`src/rtl/mem_arb_pkg.sv`:
```
// Shared definitions for the instruction/data memory port arbiter:
// response owner encoding, default widths and a counter-width helper.
package mem_arb_pkg;

  localparam int DEF_ADDR_WIDTH   = 14;
  localparam int DEF_DATA_WIDTH   = 32;
  localparam int DEF_STARVE_LIMIT = 4;

  typedef enum logic [1:0] {
    OWNER_NONE = 2'd0,
    OWNER_I    = 2'd1,
    OWNER_D    = 2'd2
  } owner_e;

  // Bits needed to hold values 0..limit inclusive.
  function automatic int cnt_width(input int limit);
    return (limit < 1) ? 1 : $clog2(limit + 1);
  endfunction

endpackage

```
`src/rtl/mem_arb_grant.sv`:
```
// Combinational grant decision: D wins by default, I wins when D is idle
// or when I has been starved long enough.
module mem_arb_grant (
  input  logic iv,
  input  logic dv,
  input  logic starved,
  output logic grant_i,
  output logic grant_d
);

  assign grant_i = iv & (~dv | starved);
  assign grant_d = dv & ~grant_i;

endmodule

```
`src/rtl/mem_port_arbiter.sv`:
```
// Shares one single-port synchronous RAM between instruction fetch (I) and
// load/store (D); one access per cycle, responses routed back one cycle later.
module mem_port_arbiter
  import mem_arb_pkg::*;
#(
  parameter int ADDR_WIDTH   = DEF_ADDR_WIDTH,
  parameter int DATA_WIDTH   = DEF_DATA_WIDTH,
  parameter int STARVE_LIMIT = DEF_STARVE_LIMIT
) (
  input  logic                    clk,
  input  logic                    rst,
  input  logic                    i_req_valid,
  output logic                    i_req_ready,
  input  logic [ADDR_WIDTH-1:0]   i_req_addr,
  input  logic                    i_flush,
  output logic                    i_resp_valid,
  output logic [DATA_WIDTH-1:0]   i_resp_data,
  input  logic                    d_req_valid,
  output logic                    d_req_ready,
  input  logic [ADDR_WIDTH-1:0]   d_req_addr,
  input  logic [DATA_WIDTH/8-1:0] d_req_we,
  input  logic [DATA_WIDTH-1:0]   d_req_wdata,
  output logic                    d_resp_valid,
  output logic [DATA_WIDTH-1:0]   d_resp_data,
  output logic                    mem_en,
  output logic [DATA_WIDTH/8-1:0] mem_we,
  output logic [ADDR_WIDTH-1:0]   mem_addr,
  output logic [DATA_WIDTH-1:0]   mem_din,
  input  logic [DATA_WIDTH-1:0]   mem_dout
);

  localparam int CNT_W = cnt_width(STARVE_LIMIT);
  localparam logic [CNT_W-1:0] LIMIT = CNT_W'(STARVE_LIMIT);

  // Handshake: a request transfers in any cycle where valid & ready; ready is
  // combinational (zero-latency), requesters hold valid/payload until taken,
  // and responses have no ready -- they must be consumed when presented.

  logic [CNT_W-1:0] starve_cnt;
  owner_e           resp_owner;
  logic             resp_is_write;
  logic             iv;
  logic             dv;
  logic             grant_i;
  logic             grant_d;

  // Readys are held low during reset by masking the request qualifiers.
  assign iv = i_req_valid & ~i_flush & ~rst;
  assign dv = d_req_valid & ~rst;

  mem_arb_grant u_grant (
    .iv      (iv),
    .dv      (dv),
    .starved (starve_cnt >= LIMIT),
    .grant_i (grant_i),
    .grant_d (grant_d)
  );

  assign i_req_ready = grant_i;
  assign d_req_ready = grant_d;

  always_comb begin
    mem_en   = 1'b0;
    mem_we   = '0;
    mem_addr = '0;
    mem_din  = '0;
    if (grant_d) begin
      mem_en   = 1'b1;
      mem_we   = d_req_we;
      mem_addr = d_req_addr;
      mem_din  = d_req_wdata;
    end else if (grant_i) begin
      mem_en   = 1'b1;
      mem_addr = i_req_addr;
    end
  end

  // A flushed cycle with I still pending counts as a denial.
  always_ff @(posedge clk or posedge rst) begin
    if (rst) begin
      starve_cnt <= '0;
    end else if (grant_i || !i_req_valid) begin
      starve_cnt <= '0;
    end else if (starve_cnt < LIMIT) begin
      starve_cnt <= starve_cnt + CNT_W'(1);
    end
  end

  always_ff @(posedge clk or posedge rst) begin
    if (rst) begin
      resp_owner    <= OWNER_NONE;
      resp_is_write <= 1'b0;
    end else begin
      resp_owner    <= grant_i ? OWNER_I : (grant_d ? OWNER_D : OWNER_NONE);
      resp_is_write <= grant_d & (|d_req_we);
    end
  end

  always_comb begin
    i_resp_valid = 1'b0;
    i_resp_data  = '0;
    d_resp_valid = 1'b0;
    d_resp_data  = '0;
    case (resp_owner)
      OWNER_I: begin
        i_resp_valid = ~i_flush;
        i_resp_data  = mem_dout;
      end
      OWNER_D: begin
        d_resp_valid = 1'b1;
        d_resp_data  = resp_is_write ? '0 : mem_dout;
      end
      default: ;
    endcase
  end

endmodule

```
`config.mk`:
```
export PLATFORM = sky130hd
export DESIGN_NAME = mem_port_arbiter
export DESIGN_NICKNAME = d
export VERILOG_FILES = /design/src/rtl/mem_arb_pkg.sv /design/src/rtl/mem_arb_grant.sv /design/src/rtl/mem_port_arbiter.sv
export SDC_FILE = /design/constraint.sdc
export NUM_CORES = 1
export LEC_CHECK = 0
export BUFFER_PORTS_ARGS = -buffer_cell sky130_fd_sc_hd__buf_4
export CORE_AREA = 4 4 83 85
export CTS_CLUSTER_DIAMETER = 50
export DETAILED_ROUTE_END_ITERATION = 16
export DIE_AREA = 0 0 87 89
export SLEW_MARGIN = 20
export SYNTH_ARGS = -nofsm -noshare
export SYNTH_HDL_FRONTEND = slang
export SYNTH_SLANG_ARGS = --single-unit
```
`constraint.sdc`:
```
create_clock -name clk -period 2 [get_ports clk]
set_clock_uncertainty 0.2 [all_clocks]
set_input_delay 0.5 -clock clk [delete_from_list [all_inputs] [get_ports clk]]
set_output_delay 0.5 -clock clk [all_outputs]
set_load 0.02 [all_outputs]
```
==> reports/summary.txt <==
Status -> complete, but fails checks
Failing checks -> negative setup slack
Commonest non-fill, non-tap cell in the layout -> buf_4
DRC viols -> 0
CP peak stage delay -> 0.29 ns
Starting Density -> 0.179
RSZ-0062 raised after global routing -> true
Overflow after GRT -> 0
Area Overhead vs Synth -> 227%
Total core area -> 6200 um^2
Post-Syn Instances -> 155
Final hold vios -> 0
Post-route ant nets -> 0
Sequential group share of total power -> 0.146
Final setup vio count -> 108
Syn avg cell area -> 7.18 um^2
Final GP Congestion -> 0.810
Clk_lat worst skew -> 0.22 ns
Post-synthesis register bit count -> 6
Routed WL per cell -> 15.7 um
Largest net degree at the start of global routing -> 53
Global-route wire length before repair -> 9380 um
I/O Pins -> 220
Vias per cell -> 4.22
Period minus WS final -> 2.22 ns
Total GRT Usage -> 0.152
Setup ws final -> -0.215 ns
Cell Area, Synth -> 1110 um^2
Clock sink total -> 6
CTS tree -> built
Sw Pwr -> 333 uW
Synth warn -> 0
Row cnt -> 29
CP cell instances -> buf_6, and2b_4, a21oi_4, buf_12, and2_2, buf_4
Power per standard cell area -> 271 nW/um^2
Fillers -> 549
Syn nets -> 257
Setup WS pre-CTS -> -0.346 ns
Final cell utilization of the core -> 0.587
ANT cells -> 0
Worst Setup Start Kind -> primary input
CTS root buf -> clkbuf_8
GR peak layer -> met2
Initial DRT Pass Iterations -> 4
Rel. slew slack -> 0.847
Initial antenna violation count -> 0
Via count of the first global-routing pass -> 1,834
Final Max Slew Viols -> 0
Seq/Total Area, Yosys -> 0.135
Final net count -> 486
WS Path Type -> in -> out
Sw frac -> 0.338
Input/output buffers -> 219
Worst EP arrival -> 1.52 ns
Clock Power Share -> 0.179
M2 GR Usage -> 0.282
H-tree depth -> 1
Setup crit end kind -> output port
Total via count in the routed design -> 1,936
Post-DP HPWL -> 5350 um
Slowest CP cell -> and2b_4
Commonest cells after routing, fill and taps aside -> buf_4, buf_6, and2_4
Clock-pin slew on the worst setup and hold paths -> 0.03 ns
Leakage power -> 0.00196 uW
Crit-path max FO -> 52
Combinational power share -> 0.675
Hold Path Class -> in -> async
Violation count after the first detailed-route iteration -> 16
Worst-Margin Slew -> 0.230 ns
Power Internal -> 653 uW
Die ar. -> 7740 um^2
Die height -> 89 um
Hold Slack -> 0.263 ns
Final wirelength -> 7180 um
Fmax -> 451 MHz
Share of layout cells above drive strength 1 -> 0.893
GR Util met1 -> 0.165
Final Cycle Share -> 1.11
Fin Setup TNS -> -13.72 ns
Maxcap violations -> 0
Width of the chip -> 87 um
Met3 Track Usage GR -> 0.0636
Max VDD drop -> 0.000239 V
Required @ worst endpoint -> 1.30 ns
Clk buf depth -> 2
CTS Buf Count -> 3
Cell variety after synth -> 22
## cell families after synthesis
family / share of synthesized area
and+or+nand+nor: 0.639
muxes: 0.00900
AOI/OAI and AO/OA: 0.137
xor gates and xnor gates: 0.00788
buffers and inverters: 0.0607
adders and majority gates: 0.0112
DFF: 0.135
## repair_timing
action	in CTS	in global routing
buffers inserted	4	1
setup endpoints to repair	116	92
resized for setup	79	57
gates cloned	2	3
pin swaps	18	33
hold buffers	0	0
## final timing paths
kind                       slack [ns]  cells past startpoint       endpoint           from
max in group asynchronous        1.22                      4  starve_cnt[0]            rst
min in group clk                 0.33                      2  resp_is_write    d_req_we[3]
setup reg to reg                 0.53                      4  starve_cnt[1]  starve_cnt[2]
setup / recovery                -0.22                      6    mem_din[30]        i_flush
hold reg to reg                  0.35                      3  starve_cnt[0]  starve_cnt[0]
hold / removal                   0.26                      4  resp_is_write            rst
## critical path, delay by kind of cell
kind,cells,cell delay (ns)
AO/OA/AOI/OAI,1,0.07
buffers and inverters,3,0.41
AND/OR/NAND/NOR,2,0.50
## cells in the mapped netlist, drive strengths merged
master  number  area share
and2b        1      0.0090
inv          1      0.0034
nor2         4       0.013
clkbuf       8       0.027
nand2b       2       0.011
nor2b        4       0.022
nand2        1      0.0034
a21oi        2       0.012
o21ai        1      0.0045
buf          5       0.030
mux2i        1      0.0090
o41a         1       0.010
and2       100        0.56
ha           1       0.011
xnor2        1      0.0079
and3         1      0.0056
dfrtp        6        0.13
nor3b        1       0.011
a22o        14        0.11
## registers in the layout (all words and copies together), names as in the netlist
name,count
resp_owner,2
resp_is_write,1
starve_cnt,3
## metal layers
layer	wire length, um	vias to the layer above
met5	0	-
met4	23	0
met3	947	2
met2	3840	132
met1	2380	851
li1	-	951
## metrics by stage
step                      power, uW  instances  cell area [um^2]
after global routing           1040        459              3640
final                           986        459              3640
after detailed placement        708        446              3010
after CTS                       961        455              3380
after global placement          701        446              3010
after floorplan                 392        155              1260
## final cells by class
class | instances | area, um^2 | share of cell area
clock buffers | 3 | 41.3 | 0.0113
inverters | 1 | 3.75 | 0.00103
multi-input cells | 137 | 1190 | 0.328
flip-flops and latches | 6 | 150 | 0.0412
well taps | 77 | 96.3 | 0.0265
repair buffers | 235 | 2150 | 0.592
## power groups by stage
stage               clock [uW]  sequential, uW  combinational (uW)
global route               187             145                 711
global placement             0             142                 559
floorplan                    0             141                 251
finish                     177             144                 666
detailed placement           0             143                 565
CTS                        182             144                 636
(Power assumes the default switching activity.)
